===== config.mk =====
export PLATFORM = sky130hd
export DESIGN_NAME = coin_feeder
export DESIGN_NICKNAME = d
export VERILOG_FILES = /design/src/rtl/vend_pkg.sv /design/src/rtl/coin_debounce.sv /design/src/rtl/coin_feeder.sv
export SDC_FILE = /design/constraint.sdc
export NUM_CORES = 1
export LEC_CHECK = 0
export CAP_MARGIN = 20
export CORE_MARGIN = 10
export CORE_UTILIZATION = 55
export DETAILED_ROUTE_END_ITERATION = 7
export PLACE_DENSITY = 0.77
export SLEW_MARGIN = 20
export SYNTH_ARGS = -nofsm -noshare
export SYNTH_HDL_FRONTEND = slang
export SYNTH_HIERARCHICAL = 1
export SYNTH_SLANG_ARGS = --single-unit
export TNS_END_PERCENT = 10

===== constraint.sdc =====
create_clock -name clock -period 5.5 [get_ports clock]
set_input_delay 0.825 -clock clock [delete_from_list [all_inputs] [get_ports clock]]
set_output_delay 0.825 -clock clock [all_outputs]
set_load 0.005 [all_outputs]

===== src/rtl/vend_pkg.sv =====
// Shared coin codes and feeder state encoding for the newspaper vending
// datapath; imported by the coin feeder and the vending controller.
package vend_pkg;

  typedef enum logic [1:0] {
    COIN_0  = 2'b00,
    COIN_5  = 2'b01,
    COIN_10 = 2'b10
  } coin_t;

  typedef enum logic [1:0] {
    IDLE  = 2'b00,
    ISSUE = 2'b01,
    GAP   = 2'b10
  } feeder_state_t;

  // Monetary value of a coin code in cents; 11 is never produced.
  function automatic logic [7:0] coin_value(input logic [1:0] code);
    case (code)
      COIN_5:  coin_value = 8'd5;
      COIN_10: coin_value = 8'd10;
      default: coin_value = 8'd0;
    endcase
  endfunction

endpackage


===== src/rtl/coin_debounce.sv =====
// Saturating run-length counter for one coin-slot sensor; o_qualify fires
// once per high run, on the edge where the count reaches DEBOUNCE.
module coin_debounce #(
  parameter int DEBOUNCE = 3
) (
  input  logic clock,
  input  logic reset,
  input  logic i_sense,
  output logic o_qualify
);

  localparam int CW = $clog2(DEBOUNCE + 1);
  localparam logic [CW-1:0] CNT_LAST = CW'(DEBOUNCE - 1);
  localparam logic [CW-1:0] CNT_MAX  = CW'(DEBOUNCE);

  logic [CW-1:0] r_cnt;

  always_ff @(posedge clock or negedge reset) begin
    if (!reset) begin
      r_cnt <= '0;
    end else if (!i_sense) begin
      r_cnt <= '0;
    end else if (r_cnt != CNT_MAX) begin
      r_cnt <= r_cnt + 1'b1;
    end
  end

  // Combinational so the FIFO write lands on the qualifying edge itself.
  assign o_qualify = i_sense && (r_cnt == CNT_LAST);

endmodule


===== src/rtl/coin_feeder.sv =====
// Coin-acceptor front end: debounced sensors feed a coin FIFO drained by a
// paced IDLE/ISSUE/GAP issuer. COIN_FEEDER_TALLY_EN adds an 8-bit tally output.
module coin_feeder
  import vend_pkg::*;
#(
  parameter int DEPTH    = 4,
  parameter int DEBOUNCE = 3
) (
  input  logic          clock,
  input  logic          reset,
  input  logic          sense5,
  input  logic          sense10,
  input  logic          newspaper,
  output logic [1:0]    coin,
  output logic          full,
  output logic          reject,
  output feeder_state_t o_dbg_state
`ifdef COIN_FEEDER_TALLY_EN
  ,
  output logic [7:0]    tally
`endif
);

  localparam int AW = $clog2(DEPTH);
  localparam logic [AW:0] COUNT_FULL = (AW + 1)'(DEPTH);

  logic          w_ev5;
  logic          w_ev10;
  logic          w_single;
  logic          w_both;
  logic          w_push;
  logic          w_pop;
  logic          w_empty;
  logic [1:0]    w_code;
  logic [AW:0]   w_count_next;

  logic [1:0]    r_mem [DEPTH];
  logic [AW-1:0] r_wr_ptr;
  logic [AW-1:0] r_rd_ptr;
  logic [AW:0]   r_count;
  logic          r_full;
  logic          r_reject;
  logic [1:0]    r_coin;
  feeder_state_t r_state;

  coin_debounce #(.DEBOUNCE(DEBOUNCE)) u_deb5 (
    .clock     (clock),
    .reset     (reset),
    .i_sense   (sense5),
    .o_qualify (w_ev5)
  );

  coin_debounce #(.DEBOUNCE(DEBOUNCE)) u_deb10 (
    .clock     (clock),
    .reset     (reset),
    .i_sense   (sense10),
    .o_qualify (w_ev10)
  );

  assign w_single = w_ev5 ^ w_ev10;
  assign w_both   = w_ev5 & w_ev10;
  // Uses the registered full flag, so a same-edge pop never rescues a coin.
  assign w_push   = w_single & ~r_full;
  assign w_empty  = (r_count == '0);
  assign w_pop    = !w_empty && !newspaper && (r_state != ISSUE);
  assign w_code   = w_ev10 ? COIN_10 : COIN_5;

  always_comb begin
    w_count_next = r_count;
    case ({w_push, w_pop})
      2'b10:   w_count_next = r_count + 1'b1;
      2'b01:   w_count_next = r_count - 1'b1;
      default: w_count_next = r_count;
    endcase
  end

  always_ff @(posedge clock) begin
    if (w_push) begin
      r_mem[r_wr_ptr] <= w_code;
    end
  end

  always_ff @(posedge clock or negedge reset) begin
    if (!reset) begin
      r_wr_ptr <= '0;
      r_rd_ptr <= '0;
      r_count  <= '0;
      r_full   <= 1'b0;
      r_reject <= 1'b0;
    end else begin
      if (w_push) r_wr_ptr <= r_wr_ptr + 1'b1;
      if (w_pop)  r_rd_ptr <= r_rd_ptr + 1'b1;
      r_count  <= w_count_next;
      r_full   <= (w_count_next == COUNT_FULL);
      r_reject <= w_both | (w_single & r_full);
    end
  end

  // The forced GAP after every ISSUE gives the controller one cycle to raise
  // newspaper before another coin can be presented.
  always_ff @(posedge clock or negedge reset) begin
    if (!reset) begin
      r_state <= IDLE;
      r_coin  <= COIN_0;
    end else begin
      case (r_state)
        IDLE, GAP: begin
          if (w_pop) begin
            r_state <= ISSUE;
            r_coin  <= r_mem[r_rd_ptr];
          end else begin
            r_state <= IDLE;
            r_coin  <= COIN_0;
          end
        end
        ISSUE: begin
          r_state <= GAP;
          r_coin  <= COIN_0;
        end
        default: begin
          r_state <= IDLE;
          r_coin  <= COIN_0;
        end
      endcase
    end
  end

`ifdef COIN_FEEDER_TALLY_EN
  logic [7:0] r_tally;

  always_ff @(posedge clock or negedge reset) begin
    if (!reset) begin
      r_tally <= '0;
    end else if (w_pop) begin
      r_tally <= r_tally + coin_value(r_mem[r_rd_ptr]);
    end
  end

  assign tally = r_tally;
`endif

  assign coin        = r_coin;
  assign full        = r_full;
  assign reject      = r_reject;
  assign o_dbg_state = r_state;

endmodule


==> results of run 1 <==
[logic make-up after synthesis]
| kind of cell | after synthesis |
|---|---|
| AOI/OAI and AO/OA | 6 |
| DFF | 25 |
| buffers and inverters | 10 |
| muxes | 3 |
| xor gates and xnor gates | 7 |
| adders and majority gates | 11 |
| and+or+nand+nor | 23 |
[Yosys cell counts, drive strengths merged]
library cell / instances
a211oi: 1
a21boi: 2
a21o: 1
and2: 10
clkbuf: 1
dfrtp: 17
edfxtp: 8
fa: 1
ha: 10
inv: 9
mux2i: 1
mux4: 2
nand2: 4
nor2b: 2
nor3: 3
nor4b: 1
o21ai: 2
or2: 2
or3: 1
xnor2: 4
xor2: 3
[final cells by class]
type,count,area (sq um),area share [%]
inverters,9,33.8,2.53
multi-input cells,50,475,35.6
clock inverters,1,5.00,0.375
repair buffers,10,100,7.49
well taps,27,33.8,2.53
clock buffers,3,22.5,1.69
flip-flops and latches,25,666,49.8
[state kept, by name (all words and copies together) (netlist names)]
signal         flops
coin               2
full               1
o_dbg_state        2
r_count            3
r_mem              8
r_rd_ptr           2
r_wr_ptr           2
reject             1
u_deb10/r_cnt      2
u_deb5/r_cnt       2
[per-stage QoR]
step	util, %	hold WS (ns)	total power [uW]	worst slack (ns)	instance area, sq um
6_report	66.8	0.482	573	2.30	1340
3_5_place_dp	65.4	0.463	502	1.93	1310
3_3_place_gp	65.4	0.460	488	2.04	1310
5_1_grt	66.8	0.516	628	2.09	1340
2_1_floorplan	-	0.463	432	2.54	1180
4_1_cts	66.8	0.484	584	2.26	1340
[power by group through the flow]
stage | Combinational (uW) | Sequential, uW | Clock (uW)
2_1_floorplan | 153 | 279 | 0
6_report | 213 | 281 | 79.2
3_3_place_gp | 204 | 284 | 0
3_5_place_dp | 216 | 286 | 0
5_1_grt | 248 | 288 | 91.6
4_1_cts | 219 | 282 | 83.6
[final timing paths]
kind                       slack, ns  cells past startpoint                    startpoint                      endpoint
hold / removal                  0.48                      1      o_dbg_state[1]$_DFF_PN0_      o_dbg_state[1]$_DFF_PN0_
min in group asynchronous       0.94                      1                         reset      o_dbg_state[0]$_DFF_PN0_
max in group asynchronous       4.09                      1                         reset  u_deb10/r_cnt[0]$_DFFE_PN0P_
hold reg to reg                 0.48                      1      o_dbg_state[1]$_DFF_PN0_      o_dbg_state[1]$_DFF_PN0_
setup / recovery                2.30                     11                       sense10                full$_DFF_PN0_
setup reg to reg                2.62                     12  u_deb10/r_cnt[0]$_DFFE_PN0P_                full$_DFF_PN0_
[layer usage]
layer | wire length, um | GRT usage [%] | vias to the layer above | part of all wire (%)
met5 | 0 | 0 | - | 0
met4 | 57 | 5.50 | 0 | 3.5
met3 | 94 | 3.05 | 6 | 5.7
met2 | 845 | 15.4 | 12 | 51
met1 | 654 | 8.86 | 296 | 40
li1 | - | - | 306 | -
[worst max-delay path, stage by stage]
cell             delay, ns
clkdlybuf4s50_1       0.48
and2_1                0.22
ha_1                  0.27
nor2b_1               0.20
inv_1                 0.08
ha_1                  0.17
inv_1                 0.06
fa_1                  0.37
xor2_1                0.17
or3_4                 0.35
a211oi_2              0.25
[placed cells by master, fill, tap and decap left out, drive strengths merged]
master	synthesis	layout
xor2	3	3
edfxtp	8	8
and2	10	10
a21o	1	1
nand2	4	4
nor3	3	3
mux4	2	2
nor4b	1	1
clkinv	0	1
or3	1	1
o21ai	2	2
clkbuf	1	3
mux2i	1	1
a21boi	2	2
inv	9	9
or2	2	2
ha	10	10
clkdlybuf4s50	0	10
a211oi	1	1
xnor2	4	4
nor2b	2	2
fa	1	1
dfrtp	17	17
==> run_results.csv, run 1 <==
group,metric,value,unit
yosys,synth_adder_area_share,12.3,%
sta,tns,0,ns
yosys,netlist_area,1180,sq um
clock_tree,clk_latency,0.31,ns
place,port-buffer-count,10,
drt,firstDrtPassIters,3,
sta,fmax,312,MHz
yosys,syn_area_per_cell,13.9,sq um
yosys,synth-seq-area-share,56.5,%
yosys,synth_area_leaders,"dfrtp_1, edfxtp_1, ha_1",
drt,routedWlPerCell,13.2,um
clock_tree,postCtsHoldBufs,0,
global_routing,antenna_found_initial,0,
yosys,ys.warnings.count,6,
clock_tree,cts_post_setup_buffers_inserted,0,
final_layout,fill_cells,158,
drt,routed_wirelength,1650,um
critical_path,worstPathRequired,5.73,ns
global_routing,grt_max_degree,18,
place,dp.cells,121,
global_routing,overflow,0,
die,die-area,4390,sq um
pwr,peakVddDrop,211,uV
run_status,status,"finished, final reports clean",
clock_tree,clk_pin_slew,0.13,ns
pwr,netSwitchingPower,195,uW
yosys,synthXorXnorAreaFrac,5.20,%
die,fp.dieW,66.3,um
sta,rsz0062_at_grt,"no",
clock_tree,ctsLongestPathBuffers,2,
yosys,yosys.area_share.simple,13.1,%
place,gp_congestion,0.700,
drt,viasPerCell,4.96,
critical_path,worstPathArrival,3.43,ns
global_routing,first_global_vias,693,
sta,min_period,3.20,ns
critical_path,critPathCaptureType,"flip-flop",
final_layout,nNetsFinal,115,
clock_tree,cts_root_buffer,"clkbuf_4",
sta,finalSetupViolCount,0,
yosys,synth_top_cell_by_area,"dfrtp_1",
place,dp_hpwl,1320,um
pwr,pwr-share-clk,13.8,%
drt,drc_errors,0,
yosys,synth_compound_area_share,4.46,%
yosys,synth_top_family_by_area,"simple AND/OR/NAND/NOR gates",
die,fp.dieH,66.3,um
critical_path,cp_max_fo,8,
die,core_area,2000,sq um
die,core.rowCount,16,
yosys,ys_types,23,
sta,min_period_over_period,58.3,%
sta,drv_slew,0,
sta,finalHoldViolCount,0,
flow_run,cap_violations,0,
final_layout,num_antenna_cells,0,
clock_tree,cts_buffers,3,
clock_tree,cts_tree,"done",
final_layout,stdcell_count,125,
die,start_util,58.9,%
drt,drt_iter0_drc,17,
critical_path,critical_path_class,"in -> reg",
min_path,hold_class,"reg -> reg",
pwr,leakage,0.000589,uW
clock_tree,cts.repair.resized,0,
global_routing,grt_pass1_wl,2980,um
yosys,synth_fp_nets,101,
drt,num_vias,620,
yosys,netlist_instances,85,
pwr,cellInternalPower,378,uW
yosys,synth_seq_cells,25,
clock_tree,cts_max_level,1,
final_layout,drive_above_1_share,11.2,%
global_routing,grt_util_all_layers,8.89,%
pwr,power_frac_comb,37.1,%
pwr,seq_power_share,49.1,%
yosys,yosys.area.top_type_share,36.1,%
die,io_pins,11,
pwr,switching_share,34.0,%
pwr,p_per_area,429,nW/um^2
critical_path,worstSetupStartpointType,"primary input",
yosys,muxShareOfSynthArea,5.31,%
drt,antenna_left,0,
final_layout,areaGrowthSynthToFinish,13.4,%
sta,fin_skew,0.00223,ns
sta,tightestPinTransition,0.757,ns
sta,slew_headroom,49.4,%
clock_tree,cts.sinks,25,
Power figures use the tool's default switching activity.
==> inputs of run 2 (changes only) <==
clock period = 3.2 ns   (was 5.5 ns; I/O delays follow)
==> run 2 against run 1 <==
Net effect: first-iteration DRC count is 5.9% higher; sequential share of layout area is 0.23 points lower; total power is 71% higher; flip-flop and latch count stayed put; design area is 0.47% higher; worst hold slack better by 0.0074 ns; register-to-register slack worse by 2.2 ns; combinational power is 69% higher; via count is 2.3% higher.
==> run_results.csv, run 2 (synthesis results as in run 1) <==
group,metric,value,unit
final_layout,final_common_cell,"dfrtp_1",
critical_path,critical_path_class,"in -> reg",
place,dp.cells,122,
die,core_area,2000,sq um
clock_tree,cts_post_setup_buffers_inserted,0,
die,start_util,58.9,%
clock_tree,cts.repair.resized,0,
sta,drv_slew,0,
place,gp_congestion,0.672,
flow_run,cap_violations,0,
final_layout,areaGrowthSynthToFinish,13.9,%
min_path,hold_class,"reg -> reg",
sta,min_period,2.73,ns
global_routing,first_global_vias,650,
critical_path,crit_start,"sense10",
clock_tree,clk_pin_slew,0.13,ns
drt,drt_iter0_drc,18,
drt,num_vias,634,
critical_path,cp-endpoint,"full$_DFF_PN0_",
final_layout,nNetsFinal,116,
pwr,p_total,983,uW
clock_tree,cts.sinks,25,
critical_path,reg2reg_depth,12,
pwr,p_per_area,732,nW/um^2
global_routing,antenna_found_initial,0,
final_layout,stdcell_count,126,
drt,routed_wirelength,1710,um
place,port-buffer-count,10,
die,fp.dieW,66.3,um
die,io_pins,11,
critical_path,worstPathArrival,2.98,ns
clock_tree,ctsLongestPathBuffers,2,
drt,antenna_left,0,
global_routing,overflow,0,
drt,drc_errors,0,
critical_path,worstPathRequired,3.45,ns
global_routing,grt_pass1_wl,2950,um
place,dp_hpwl,1300,um
drt,firstDrtPassIters,2,
run_status,status,"finished, final reports clean",
final_layout,top_regs,"r_mem (8), r_count (3)",
sta,min_period_over_period,85.4,%
final_layout,num_antenna_cells,0,
clock_tree,cts_root_buffer,"clkbuf_4",
final_layout,largest_reg_flops,8,
drt,viasPerCell,5.03,
clock_tree,cts_max_level,1,
critical_path,reg2reg_to,"full$_DFF_PN0_",
global_routing,grt_max_degree,18,
final_layout,final_cell_mix,"dfrtp_1, and2_1, ha_1, clkdlybuf4s50_1, inv_1",
pwr,peakVddDrop,343,uV
sta,slew_headroom,49.8,%
critical_path,regToRegStartpoint,"u_deb10/r_cnt[0]$_DFFE_PN0P_",
pwr,leakage,0.000591,uW
clock_tree,cts_buffers,3,
sta,fmax,366,MHz
final_layout,regMostFlops,"r_mem",
sta,fin_ws,0.466,ns
clock_tree,cts_tree,"done",
sta,finalHoldViolCount,0,
sta,fin_skew,0.00959,ns
critical_path,worstSetupStartpointType,"primary input",
sta,tns,0,ns
place,place_worst_setup_slack,0.0846,ns
sta,finalSetupViolCount,0,
die,core.rowCount,16,
sta,rsz0062_at_grt,"no",
critical_path,cp_max_fo,6,
global_routing,grt_util_all_layers,8.90,%
clock_tree,postCtsHoldBufs,0,
die,die-area,4390,sq um
drt,routedWlPerCell,13.5,um
sta,whs,0.490,ns
clock_tree,clk_latency,0.32,ns
final_layout,drive_above_1_share,11.1,%
sta,tightestPinTransition,0.750,ns
critical_path,r2r_setup_slack,0.47,ns
die,fp.dieH,66.3,um
critical_path,critPathCaptureType,"flip-flop",
==> run 2: cell count changes in the layout (fill, tap and decap cells not counted), sizes merged <==
cell,delta
clkinv,-1
buf,+1
clkbuf,+1
==> run 2: how the worst min path moves through the flow <==
stage                                   from                       end  slack, ns  depth (start not counted)
floorplan                              reset         coin[0]$_DFF_PN0_       0.18                          0
global placement    o_dbg_state[1]$_DFF_PN0_  o_dbg_state[1]$_DFF_PN0_       0.46                          1
detailed placement  o_dbg_state[0]$_DFF_PN0_  o_dbg_state[0]$_DFF_PN0_       0.48                          1
CTS                 o_dbg_state[0]$_DFF_PN0_  o_dbg_state[0]$_DFF_PN0_       0.49                          1
global route        o_dbg_state[1]$_DFF_PN0_  o_dbg_state[1]$_DFF_PN0_       0.50                          1
finish              o_dbg_state[0]$_DFF_PN0_  o_dbg_state[0]$_DFF_PN0_       0.49                          1
==> run 2: routing by layer <==
layer  up-vias  global-route usage, %  wire length [um]
met4         0                   5.50                43
met3         5                   2.20                88
met1       307                   10.4               726
met5         -                      0                 0
met2        11                   14.2               847
li1        311                      -                 -
==> run 2: critical path: stages <==
cell             delay (ns)
clkdlybuf4s50_1        0.49
and2_1                 0.24
ha_1                   0.27
nor2b_1                0.14
inv_1                  0.05
ha_1                   0.17
inv_1                  0.06
fa_1                   0.37
xor2_1                 0.16
or3_4                  0.34
a211oi_2               0.21
==> run 2: power breakdown <==
part	internal [uW]	switching, uW	leakage [uW]
clock network	48.8	90.7	0.0000150
logic	189	170	0.000292
registers	418	66.1	0.000285
==> run 2: area by class of cell <==
| class | instances | area (sq um) |
|---|---|---|
| Tap cell | 27 | 33.8 |
| Clock buffer | 4 | 26.3 |
| Timing Repair Buffer | 11 | 108 |
| Sequential cell | 25 | 666 |
| Multi-Input combinational cell | 50 | 475 |
| Inverter | 9 | 33.8 |
| Fill cell | 157 | 659 |
==> run 2: through the flow <==
step / instance area, sq um / utilization, %
after floorplan: 1180 / -
after global placement: 1320 / 65.8
after detailed placement: 1320 / 65.8
after CTS: 1340 / 67.1
after global routing: 1340 / 67.1
final: 1340 / 67.1
